===== config.mk =====
export PLATFORM = sky130hd
export DESIGN_NAME = snes_poll_engine
export DESIGN_NICKNAME = d
export VERILOG_FILES = /design/src/rtl/snes_poll_engine.sv
export SDC_FILE = /design/constraint.sdc
export NUM_CORES = 1
export LEC_CHECK = 0
export CORE_ASPECT_RATIO = 0.7
export CORE_UTILIZATION = 51
export CTS_CLUSTER_SIZE = 25
export DETAILED_ROUTE_END_ITERATION = 12
export PLACE_DENSITY_LB_ADDON = 0.15
export SYNTH_ARGS = -nofsm -noshare
export SYNTH_HDL_FRONTEND = slang
export SYNTH_SLANG_ARGS = --single-unit

===== constraint.sdc =====
create_clock -name PCLK -period 2.06 [get_ports PCLK]
set_input_delay 0.206 -clock PCLK [delete_from_list [all_inputs] [get_ports PCLK]]
set_output_delay 0.206 -clock PCLK [all_outputs]
set_load 0.01 [all_outputs]

===== src/rtl/snes_poll_engine.sv =====
// Polls a SNES/NES-style serial pad (latch/clock/data) and presents the inverted button word.
// Latency: poll_start to buttons_vld = 3*HALF_DIV + (NUM_BITS-1)*2*HALF_DIV + 2 PCLK cycles.
// No backpressure: buttons_vld is a one-cycle strobe; poll_start is dropped while busy.
module snes_poll_engine #(
    parameter int HALF_DIV = 200,
    parameter int NUM_BITS = 16,
    parameter int POLL_GAP = 16000
) (
    input  logic                PCLK,
    input  logic                PRESERN,
    input  logic                poll_start,
    input  logic                auto_en,
    input  logic                cont_data,
    output logic                cont_latch,
    output logic                cont_clk,
    output logic [NUM_BITS-1:0] buttons,
    output logic                buttons_vld,
    output logic                busy
);

    localparam int PH_W  = $clog2(2 * HALF_DIV);
    localparam int BIT_W = $clog2(NUM_BITS);
    localparam int GAP_W = $clog2(POLL_GAP + 1);

    localparam logic [PH_W-1:0]  LATCH_LAST = PH_W'(2 * HALF_DIV - 1);
    localparam logic [PH_W-1:0]  HALF_LAST  = PH_W'(HALF_DIV - 1);
    localparam logic [BIT_W-1:0] BIT_LAST   = BIT_W'(NUM_BITS - 2);
    // Loaded in DONE so that the count hits 1 on the last IDLE cycle before the restart.
    localparam logic [GAP_W-1:0] GAP_LOAD   = GAP_W'(POLL_GAP - 1);

    localparam logic [2:0] ST_IDLE   = 3'd0;
    localparam logic [2:0] ST_LATCH  = 3'd1;
    localparam logic [2:0] ST_GAP0   = 3'd2;
    localparam logic [2:0] ST_CLK_LO = 3'd3;
    localparam logic [2:0] ST_CLK_HI = 3'd4;
    localparam logic [2:0] ST_DONE   = 3'd5;

    logic [2:0]          state;
    logic [2:0]          stateNxt;
    logic [PH_W-1:0]     phase;
    logic [BIT_W-1:0]    bitCnt;
    logic [NUM_BITS-1:0] shreg;
    logic [GAP_W-1:0]    gapCnt;
    logic [1:0]          dataSync;
    logic                phaseEnd;
    logic                sampleNow;
    logic                gapExpired;

    // Dwell decode, sample strobe and next-state selection.
    always_comb begin
        phaseEnd   = (state == ST_LATCH) ? (phase == LATCH_LAST) : (phase == HALF_LAST);
        sampleNow  = phaseEnd && ((state == ST_GAP0) || (state == ST_CLK_HI));
        gapExpired = (state == ST_IDLE) && auto_en && (gapCnt == GAP_W'(1));
        stateNxt   = state;
        case (state)
            ST_IDLE:   if ((poll_start && !busy) || gapExpired) stateNxt = ST_LATCH;
            ST_LATCH:  if (phaseEnd) stateNxt = ST_GAP0;
            ST_GAP0:   if (phaseEnd) stateNxt = ST_CLK_LO;
            ST_CLK_LO: if (phaseEnd) stateNxt = ST_CLK_HI;
            ST_CLK_HI: if (phaseEnd) stateNxt = (bitCnt == BIT_LAST) ? ST_DONE : ST_CLK_LO;
            ST_DONE:   stateNxt = ST_IDLE;
            default:   stateNxt = ST_IDLE;
        endcase
    end

    // Sequencer: state, phase counter (restarts on every state entry) and bit-pair counter.
    always_ff @(posedge PCLK) begin
        if (PRESERN) begin
            state  <= ST_IDLE;
            phase  <= '0;
            bitCnt <= '0;
        end else begin
            state <= stateNxt;
            if (stateNxt != state)
                phase <= '0;
            else if ((state != ST_IDLE) && (state != ST_DONE))
                phase <= phase + 1'b1;
            if (state == ST_IDLE)
                bitCnt <= '0;
            else if ((state == ST_CLK_HI) && phaseEnd && (bitCnt != BIT_LAST))
                bitCnt <= bitCnt + 1'b1;
        end
    end

    // Pad data synchronizer and LSB-first shift register; first sample ends up in bit 0.
    always_ff @(posedge PCLK) begin
        if (PRESERN) begin
            dataSync <= '1;
            shreg    <= '0;
        end else begin
            dataSync <= {dataSync[0], cont_data};
            if (sampleNow)
                shreg <= {dataSync[1], shreg[NUM_BITS-1:1]};
        end
    end

    // Auto-repoll gap counter: armed by DONE, runs down in IDLE, parked at 0 when auto is off.
    always_ff @(posedge PCLK) begin
        if (PRESERN || !auto_en)
            gapCnt <= '0;
        else if (state == ST_DONE)
            gapCnt <= GAP_LOAD;
        else if ((state == ST_IDLE) && (gapCnt != '0))
            gapCnt <= gapCnt - 1'b1;
    end

    // Registered outputs decoded from the current state; buttons only change after DONE.
    always_ff @(posedge PCLK) begin
        if (PRESERN) begin
            cont_latch  <= 1'b0;
            cont_clk    <= 1'b1;
            buttons     <= '0;
            buttons_vld <= 1'b0;
            busy        <= 1'b0;
        end else begin
            cont_latch  <= (state == ST_LATCH);
            cont_clk    <= (state != ST_CLK_LO);
            buttons_vld <= (state == ST_DONE);
            busy        <= (state != ST_IDLE);
            if (state == ST_DONE)
                buttons <= ~shreg;
        end
    end

endmodule

# Yosys cells after proc, flatten, opt, wreduce, memory -nomap -nowiden
# Index checks and enable logic that the tools add are counted.
# classes
n_mux,10
add_sub_neg,3
n_reduce_logical,20
n_bitwise,1
n_eq_ne,13
# ops
operator,count
$mux W14,2
$mux W3,6
$not A16 Y16,1
$pmux W3 S5,1
$eq A14 B1 Y1 const B,1
$reduce_bool A14 Y1,1
$sub A14 B1 Y14 const B,1
$add A9 B1 Y9 const B,1
$eq A9 B8 Y1 const B,1
$eq A9 B9 Y1 const B,1
$logic_and A1 B1 Y1,8
$eq A3 B2 Y1 const B,2
$eq A3 B3 Y1 const B,2
$reduce_or A2 Y1,3
$add A4 B1 Y4 const B,1
$eq A4 B4 Y1 const B,1
$ne A4 B4 Y1 const B,1
$eq A3 B1 Y1 const B,1
$logic_not A3 Y1,1
$logic_or A1 B1 Y1,3
$ne A3 B2 Y1 const B,1
$ne A3 B3 Y1,1
$ne A3 B3 Y1 const B,1
$reduce_bool A3 Y1,1
other kinds (3),4
# totals
in_bits,5
output_inout_bits,20
register_bits,68
elab_cells,59

# Logic depth before layout (Yosys ltp)
# Gate-level depths: netlist of the first run.
# depth
word_depth,8
ltp_mapped,9

# Worst setup path after synthesis of the first run
# No wires, ideal clock.
# synth_path
kind,register to register
start,register phase[0]
end,register shreg[12]
period_less_slack_ns,2.135
path_buffers,3
arrival_time_ns,2.003
path_stages_with_launch,10
slack_ns,-0.075
required_ns,1.928
path_cell_list,dfxtp_1 ha_1 nand2_2 or4b_1 buf_2 or4_1 buf_2 buf_6 nand2_1 a21oi_1
# synth_between
elab_chain_len,3
word_cells_on_any_way,4
cone_classes,eq/ne (2); mux (1); reduce/logical (1)
# synth_rtl
element,line,text
"start, declared",40,logic [PH_W-1:0] phase;
"start signal, assigned",77,phase <= phase + 1'b1;
$eq A9 B8 Y1 / $eq A9 B9 Y1 (equally long branches),51,phaseEnd = (state == ST_LATCH) ? (phase == LATCH_LAST) : (phase == HALF_LAST);
$mux W1 *,51,
$logic_and A1 B1 Y1 *,52,sampleNow = phaseEnd && ((state == ST_GAP0) || (state == ST_CLK_HI));
"end signal, assigned",93,"shreg <= {dataSync[1], shreg[NUM_BITS-1:1]};"
"end, declared",42,logic [NUM_BITS-1:0] shreg;
# Mark *: on every way between the ends. The rest lies on a longest branch, timed or not.
# A chain may end at the register's enable or synchronous reset.

# Worst setup path in the final report of the first run
# layout_path
start,register phase[0]
end,register phase[6]
# layout_between
elab_chain_len,6
word_cells_on_any_way,11
cone_classes,add/sub (1); eq/ne (3); mux (6); reduce/logical (1)
# layout_rtl
element,line,text
$eq A9 B8 Y1 / $eq A9 B9 Y1 (equally long branches),51,
$mux W1,51,
$mux W3 (on tied branches),-,
$pmux W3 S5,55,case (state)
$ne A3 B3 Y1,74,if (stateNxt != state)
$reduce_or A2 Y1 (no line),-,
# Several ways; a longest one is shown, not always the timed one.

==> results of run 1 <==
[worst min-delay path by stage]
stage | slack, ps | endpoint | startpoint
2_1_floorplan | 310 | dataSync[0]$_SDFF_PP1_ | cont_data
3_3_place_gp | 390 | dataSync[1]$_SDFF_PP1_ | dataSync[0]$_SDFF_PP1_
3_5_place_dp | 410 | dataSync[1]$_SDFF_PP1_ | dataSync[0]$_SDFF_PP1_
4_1_cts | 410 | dataSync[0]$_SDFF_PP1_ | cont_data
5_1_grt | 420 | dataSync[0]$_SDFF_PP1_ | cont_data
6_report | 410 | dataSync[0]$_SDFF_PP1_ | cont_data
[timing repair]
item	4_1_cts	5_1_grt
setup endpoints to repair	0	11
gates resized for setup	0	4
hold buffers	0	0
[cell type report]
| class | count | area (um^2) | share of cell area, % |
|---|---|---|---|
| multi-input cells | 241 | 1410 | 40.5 |
| flip-flops and latches | 68 | 1360 | 39.1 |
| repair buffers | 41 | 372 | 10.7 |
| clock buffers | 9 | 124 | 3.55 |
| clock inverters | 7 | 98.8 | 2.83 |
| well taps | 72 | 90.1 | 2.58 |
| inverters | 7 | 26.3 | 0.753 |
[critical path, stage by stage (launching register included)]
cell                       delay [ps]
sky130_fd_sc_hd__dfxtp_2          370
sky130_fd_sc_hd__ha_4             140
sky130_fd_sc_hd__nand2_2           70
sky130_fd_sc_hd__or4b_4           520
sky130_fd_sc_hd__or2_2            350
sky130_fd_sc_hd__o211ai_2         180
sky130_fd_sc_hd__buf_4            190
sky130_fd_sc_hd__nor2_1            60
[placed cells by master (no fill, tap or decap), types with 2 or more instances in the layout]
cell type,instances
sky130_fd_sc_hd__nor4_1,5
sky130_fd_sc_hd__clkdlybuf4s50_1,24
sky130_fd_sc_hd__dfxtp_1,66
sky130_fd_sc_hd__or2_2,3
sky130_fd_sc_hd__nand4_1,4
sky130_fd_sc_hd__nor3_1,12
sky130_fd_sc_hd__nor3b_1,2
sky130_fd_sc_hd__a21oi_1,39
sky130_fd_sc_hd__inv_1,7
sky130_fd_sc_hd__or4_1,2
sky130_fd_sc_hd__buf_4,16
sky130_fd_sc_hd__and3b_1,2
sky130_fd_sc_hd__o21ai_0,2
sky130_fd_sc_hd__bufinv_16,2
sky130_fd_sc_hd__xor2_1,15
sky130_fd_sc_hd__clkinv_4,2
sky130_fd_sc_hd__nor2b_1,3
sky130_fd_sc_hd__dfxtp_2,2
sky130_fd_sc_hd__nand2_1,44
sky130_fd_sc_hd__a211oi_1,10
sky130_fd_sc_hd__clkbuf_8,9
sky130_fd_sc_hd__nand2b_1,3
sky130_fd_sc_hd__nand3_1,7
sky130_fd_sc_hd__ha_1,5
sky130_fd_sc_hd__xnor2_1,8
sky130_fd_sc_hd__and4_1,2
sky130_fd_sc_hd__nor2_1,49
sky130_fd_sc_hd__nand3b_1,3
[registers in the layout, indices dropped and copies added (netlist names)]
name         count
dataSync         2
phase            9
busy             1
bitCnt           4
shreg           16
buttons_vld      1
gapCnt          14
buttons         16
state            3
cont_clk         1
cont_latch       1
[kinds of logic after synthesis]
logic type	count (synthesis)	synth area share (%)
flip-flops	68	47.8
AND/OR/NAND/NOR	151	25.7
multiplexers	1	0.352
XOR/XNOR	23	7.08
AO/OA/AOI/OAI	60	12.7
buffers and inverters	25	3.69
adder cells (fa/ha/maj)	6	2.64
[per-layer routing]
| layer | part of all wire [%] | GRT usage [%] |
|---|---|---|
| met1 | 49 | 29.3 |
| met2 | 44 | 33.6 |
| met3 | 5.5 | 8.57 |
| met4 | 1.4 | 8.93 |
| met5 | 0 | 0 |
[power breakdown]
part / switching [mW] / internal, mW
logic: 0.912 / 0.766
clock network: 0.536 / 0.686
registers: 0.155 / 1.46
[synthesized netlist by cell type, types with 2 or more instances]
master                     count  area (um^2)
sky130_fd_sc_hd__or2_2         3         18.8
sky130_fd_sc_hd__xor2_1       15          131
sky130_fd_sc_hd__and3b_1       2         17.5
sky130_fd_sc_hd__dfxtp_1      68         1360
sky130_fd_sc_hd__o21ai_0       2         10.0
sky130_fd_sc_hd__nand2b_1      3         18.8
sky130_fd_sc_hd__ha_1          6         75.1
sky130_fd_sc_hd__inv_1         7         26.3
sky130_fd_sc_hd__nand4_1       4         25.0
sky130_fd_sc_hd__and4_1        2         17.5
sky130_fd_sc_hd__nand2_1      44          165
sky130_fd_sc_hd__buf_2         3         15.0
sky130_fd_sc_hd__nor3_1       12         60.1
sky130_fd_sc_hd__a21oi_1      39          195
sky130_fd_sc_hd__nor2b_1       3         18.8
sky130_fd_sc_hd__nand3_1       7         35.0
sky130_fd_sc_hd__nand3b_1      3         22.5
sky130_fd_sc_hd__a211oi_1     10         75.1
sky130_fd_sc_hd__buf_1         2         7.51
sky130_fd_sc_hd__nor4_1        6         37.5
sky130_fd_sc_hd__or4_1         3         22.5
sky130_fd_sc_hd__clkbuf_1     12         45.0
sky130_fd_sc_hd__nor3b_1       2         15.0
sky130_fd_sc_hd__xnor2_1       8         70.1
sky130_fd_sc_hd__nor2_1       49          184
==> implementation parameters, run 1 <==
Parameter                              Value

Clock network
  Clock Latency Late Sink    360 ps
  # clock sinks    68
  Buffer levels on the longest clock path    2
  Postcts setup bufs    0
  H-tree level count    3
  CTS clk-pin slew, worst paths    80 ps
  Root buffer cell    sky130_fd_sc_hd__clkbuf_8
  TritonCTS clock tree    yes
  Total CTS buffers    9

Setup path
  Largest fanout on the critical path    9
  Crit path DAT    around 2200 ps
  Reg-to-reg critical path endpoint    phase[6]$_SDFFE_PP0P_
  Kind of end point of the critical path    register
  Critical Path Source Type    register
  Worst setup slack for register-to-register paths    roughly 83 ps
  Beginning of the critical path    phase[0]$_SDFFE_PP0P_
  Worst Setup EP    phase[6]$_SDFFE_PP0P_
  Length in cells of the worst reg-to-reg path    7
  Category of the most critical setup path    reg2reg
  Critical path required time    2310 ps
  Reg2reg start    phase[0]$_SDFFE_PP0P_

Routing
  Average vias per placed instance    5.33
  Drt drc    0
  Via count    2373
  Number of design-rule violations left by the first detailed-router iteration    between 100 and 150
  Final wirelength    5.97 mm
  Average detailed-routed wire length per instance    13.4 um
  Detailed-router iteration count before antenna repair    4
  Routed Antenna Nets    0

Worst hold path
  Min-delay worst type    in2reg
  Number of cells on the worst hold path    2

Layout
  Finished layout cell area    3490 um^2
  ANT cells    0
  Share of cells above drive strength 1    12.9%
  Final #Nets    379
  Relative area change from synthesis to final layout    22.5%
  Filler cell count in the final layout    468
  Utilization of the core after routing    65.6%
  Count of non-filler cells in the finished layout    445

Global route
  Wire length of the first global-routing pass    10.1 mm
  Total congestion overflow    0
  Largest net degree at the start of global routing    36
  Via count of the first global-routing pass    2152
  Tot GR Track Use    22.5%
  Antenna violations before repair    0

Place
  Dpl hpwl    3.81 mm
  Pre-CTS setup slack    82.2 ps
  DP Cell Count    ~430
  Port-buffer cells    24
  Placed cell area    3240 um^2
  Placer's final routability congestion estimate    about 0.77

Timing
  Final worst-path cycle share    95.9%
  Highest achievable clock rate    0.506 GHz
  PnR worst setup slack    83.4 ps
  Hold Worst Slack    around 410 ps
  Crit path time final    1980 ps
  Setup Skew    11.5 ps
  Final count of pins violating max slew    0
  RSZ-0062 raised after global routing    no
  Total negative slack    0 ps
  Slew Limit Headroom    approximately 63%
  Slew at the pin closest to its max-slew limit    553 ps
  Setup-violating endpoint count in the final report    0
  Final Hold Viols    0

Floorplanning
  Die outline width    91.3 um
  Core ar.    5310 um^2
  Ports placed on the boundary    25
  Die Span Y    64.5 um
  Initial core utilization    between 50% and 60%
  Area of the die    just under 6000 um^2
  Row Count    22

Logic synthesis
  Number of enable-type register cells in the synthesized netlist    0
  Async SR Flop Fraction    0%
  Top FF cell, synth    sky130_fd_sc_hd__dfxtp_1
  Total number of yosys warnings    0
  Post-synthesis net count    345
  Avg Synthesized Cell Area    ~8.5 um^2
  Flip-flop and latch count after synthesis    68
  Total standard cell area after synthesis    2850 um^2
  Sequential area share after synthesis    47.8%
  Count of unique library cells instantiated by Yosys    between 40 and 50
  Number of instances in the synthesized netlist    334

Job
  Max capacitance violation total    0

Pwr
  Static leakage power    1.27 nW
  Peak supply drop    just under 0.0008 V
  Total power per unit cell area    approximately 1300 nW/um^2
  Total power of the final layout    4.52 mW

Status
  Result of the run    finished, final reports clean
(Power assumes the default switching activity.)
==> inputs of run 2 (changes only) <==
--- a/config.mk
+++ b/config.mk
@@ -6,7 +6,8 @@
 export NUM_CORES = 1
 export LEC_CHECK = 0
 export CORE_ASPECT_RATIO = 0.7
-export CORE_UTILIZATION = 51
+export CORE_UTILIZATION = 61
+export CTS_CLUSTER_DIAMETER = 60
 export CTS_CLUSTER_SIZE = 25
 export DETAILED_ROUTE_END_ITERATION = 12
 export PLACE_DENSITY_LB_ADDON = 0.15
==> constraint.sdc (replaced) <==
create_clock -name PCLK -period 2.32 [get_ports PCLK]
set_input_delay 0.232 -clock PCLK [delete_from_list [all_inputs] [get_ports PCLK]]
set_output_delay 0.232 -clock PCLK [all_outputs]
set_load 0.01 [all_outputs]
==> run 2 against run 1 <==
Compared with the run above:
- design area is 1.9% lower
- setup slack better by 55 ps
- first-iteration DRC count is 17% lower
- critical path depth stayed put
- sequential cell count stayed put
- hold slack worse by 2.9 ps
- critical path type unchanged
- critical endpoint is now shreg[15]$_SDFFE_PP0P_
==> implementation parameters, run 2 (same netlist as run 1, synthesis figures left out) <==
Parameter                              Value

Timing
  Highest achievable clock rate    0.458 GHz
  Final worst-path cycle share    roughly 94%
  Total negative slack    0 ps
  Slew at the pin closest to its max-slew limit    525 ps
  Slew Limit Headroom    64.0%
  Final count of pins violating max slew    0
  Hold Worst Slack    ~410 ps
  Final Hold Viols    0
  Crit path time final    2180 ps
  Setup Skew    between 10 and 15 ps
  Setup-violating endpoint count in the final report    0
  RSZ-0062 raised after global routing    no

Pwr
  Clk pwr share    25.1%
  Static leakage power    around 1.3 nW
  Cell-internal power    2.42 mW
  Relative contribution of combinational cells to total power    between 30% and 40%
  Total power per unit cell area    1100 nW/um^2
  Fraction of power consumed by sequential logic    37.8%
  Peak supply drop    0.00121 V
  Fraction of power spent switching nets    35.9%
  Sw power    ~1.4 mW

Setup path
  Critical path required time    around 2600 ps
  Reg-to-reg critical path endpoint    shreg[15]$_SDFFE_PP0P_
  Largest fanout on the critical path    17
  Kind of end point of the critical path    register
  Crit path DAT    between 2000 and 2500 ps
  Reg2reg start    phase[0]$_SDFFE_PP0P_
  Category of the most critical setup path    reg2reg
  Worst setup slack for register-to-register paths    140 ps
  Critical Path Source Type    register
  Length in cells of the worst reg-to-reg path    7

Routing
  Final wirelength    5.82 mm
  Number of design-rule violations left by the first detailed-router iteration    between 100 and 150
  Average vias per placed instance    between 5 and 6
  Via count    approximately 2.3k
  Detailed-router iteration count before antenna repair    4
  Drt drc    0
  Average detailed-routed wire length per instance    13.7 um
  Routed Antenna Nets    0

Place
  Dpl hpwl    3.88 mm
  Port-buffer cells    24
  Placer's final routability congestion estimate    0.836

Floorplanning
  Die Span Y    59.2 um
  Row Count    20
  Initial core utilization    64.6%
  Ports placed on the boundary    25
  Core ar.    4400 um^2
  Area of the die    4950 um^2
  Die outline width    83.6 um

Global route
  Tot GR Track Use    25.3%
  Via count of the first global-routing pass    2077
  Antenna violations before repair    0
  Total congestion overflow    0
  Largest net degree at the start of global routing    36
  Wire length of the first global-routing pass    about 9.6 mm

Layout
  Relative area change from synthesis to final layout    20.1%
  ANT cells    0
  Most frequent standard cell in the layout excluding fill and tap cells    sky130_fd_sc_hd__dfxtp_1
  Final #Nets    377
  Filler cell count in the final layout    323
  Area taken by flip-flops and latches    1360 um^2
  Most used cells in the layout excluding fill and tap cells    68 x sky130_fd_sc_hd__dfxtp_1, 49 x sky130_fd_sc_hd__nor2_1, 44 x sky130_fd_sc_hd__nand2_1, 39 x sky130_fd_sc_hd__a21oi_1, 24 x sky130_fd_sc_hd__clkdlybuf4s50_1
  Utilization of the core after routing    77.6%
  Total area of multi-input combinational cells    1380 um^2
  Largest registers    buttons (16), shreg (16), gapCnt (14)
  Share of cells above drive strength 1    10.2%

Clock network
  CTS clk-pin slew, worst paths    70 ps
  Buffer levels on the longest clock path    2
  TritonCTS clock tree    yes
  Root buffer cell    sky130_fd_sc_hd__clkbuf_8
  Total CTS buffers    9
  H-tree level count    3
  Hold-fix buffers at CTS    0
  Clock Latency Late Sink    ~340 ps
  # clock sinks    68

Worst hold path
  Startpoint of the worst hold path    dataSync[0]$_SDFF_PP1_
  Number of cells on the worst hold path    1
  Sink of the worst hold path    dataSync[1]$_SDFF_PP1_
  Min-delay worst type    reg2reg

Status
  Result of the run    finished, final reports clean

Job
  Max capacitance violation total    0
==> run 2: final cells by class <==
| cell class | instances | area share [%] |
|---|---|---|
| flip-flops and latches | 68 | 39.8 |
| well taps | 55 | 2.01 |
| multi-input cells | 241 | 40.4 |
| clock inverters | 6 | 1.90 |
| clock buffers | 10 | 3.73 |
| repair buffers | 39 | 11.4 |
| inverters | 7 | 0.768 |
==> run 2: worst max-delay path by stage <==
| stage | start | endpoint | slack [ps] |
|---|---|---|---|
| floorplan | phase[0]$_SDFFE_PP0P_ | shreg[12]$_SDFFE_PP0P_ | 180 |
| global placement | phase[0]$_SDFFE_PP0P_ | shreg[7]$_SDFFE_PP0P_ | 160 |
| detailed placement | phase[0]$_SDFFE_PP0P_ | shreg[7]$_SDFFE_PP0P_ | 50 |
| CTS | phase[0]$_SDFFE_PP0P_ | shreg[14]$_SDFFE_PP0P_ | 70 |
| global route | phase[1]$_SDFFE_PP0P_ | bitCnt[1]$_SDFFE_PP0P_ | 30 |
| finish | phase[0]$_SDFFE_PP0P_ | shreg[15]$_SDFFE_PP0P_ | 140 |
==> run 2: power groups by stage <==
stage                     clock network [mW]  registers (mW)  logic [mW]
after CTS                              0.971            1.43        1.40
after global routing                    1.03            1.45        1.56
after global placement                     0            1.44        1.36
final                                  0.948            1.43        1.40
after detailed placement                   0            1.45        1.39
after floorplan                            0            1.42        1.09
==> run 2: through the flow <==
step	area (um^2)	instances	total power, mW	setup slack (ps)
6_report	3420	426	3.78	139
5_1_grt	3420	426	4.03	27.4
4_1_cts	3400	425	3.80	65.7
3_5_place_dp	3210	409	2.84	46.4
3_3_place_gp	3210	409	2.80	163
2_1_floorplan	2850	334	2.52	185
==> run 2: worst max-delay path: stages, from the launching register on <==
cell                      delay [ps]
sky130_fd_sc_hd__dfxtp_1         370
sky130_fd_sc_hd__ha_1            200
sky130_fd_sc_hd__nand2_2          70
sky130_fd_sc_hd__or4b_1          620
sky130_fd_sc_hd__or4_1           500
sky130_fd_sc_hd__buf_12          180
sky130_fd_sc_hd__nand2_1          80
sky130_fd_sc_hd__a21oi_1          50
==> run 2: timing repair <==
item	CTS	global route
endpoints found under the hold margin	0	0
resized for setup	0	0
setup buffers	0	1
setup endpoints to repair	0	16
==> run 2: per-layer routing <==
metal  track usage, %  up-vias  share of wire, %
met3             10.3        4               4.7
met5                0        -                 0
li1                 -     1202                 -
met1             33.2     1099                49
met4             7.51        0              0.53
met2             39.0       40                46
==> inputs of run 3 (changes only) <==
--- a/config.mk
+++ b/config.mk
@@ -5,6 +5,7 @@
 export SDC_FILE = /design/constraint.sdc
 export NUM_CORES = 1
 export LEC_CHECK = 0
+export CAP_MARGIN = 20
 export CORE_ASPECT_RATIO = 0.7
 export CORE_UTILIZATION = 61
 export CTS_CLUSTER_DIAMETER = 60
==> results of run 3 <==
The final DEF is identical to that of run 2; final timing and power are the same.
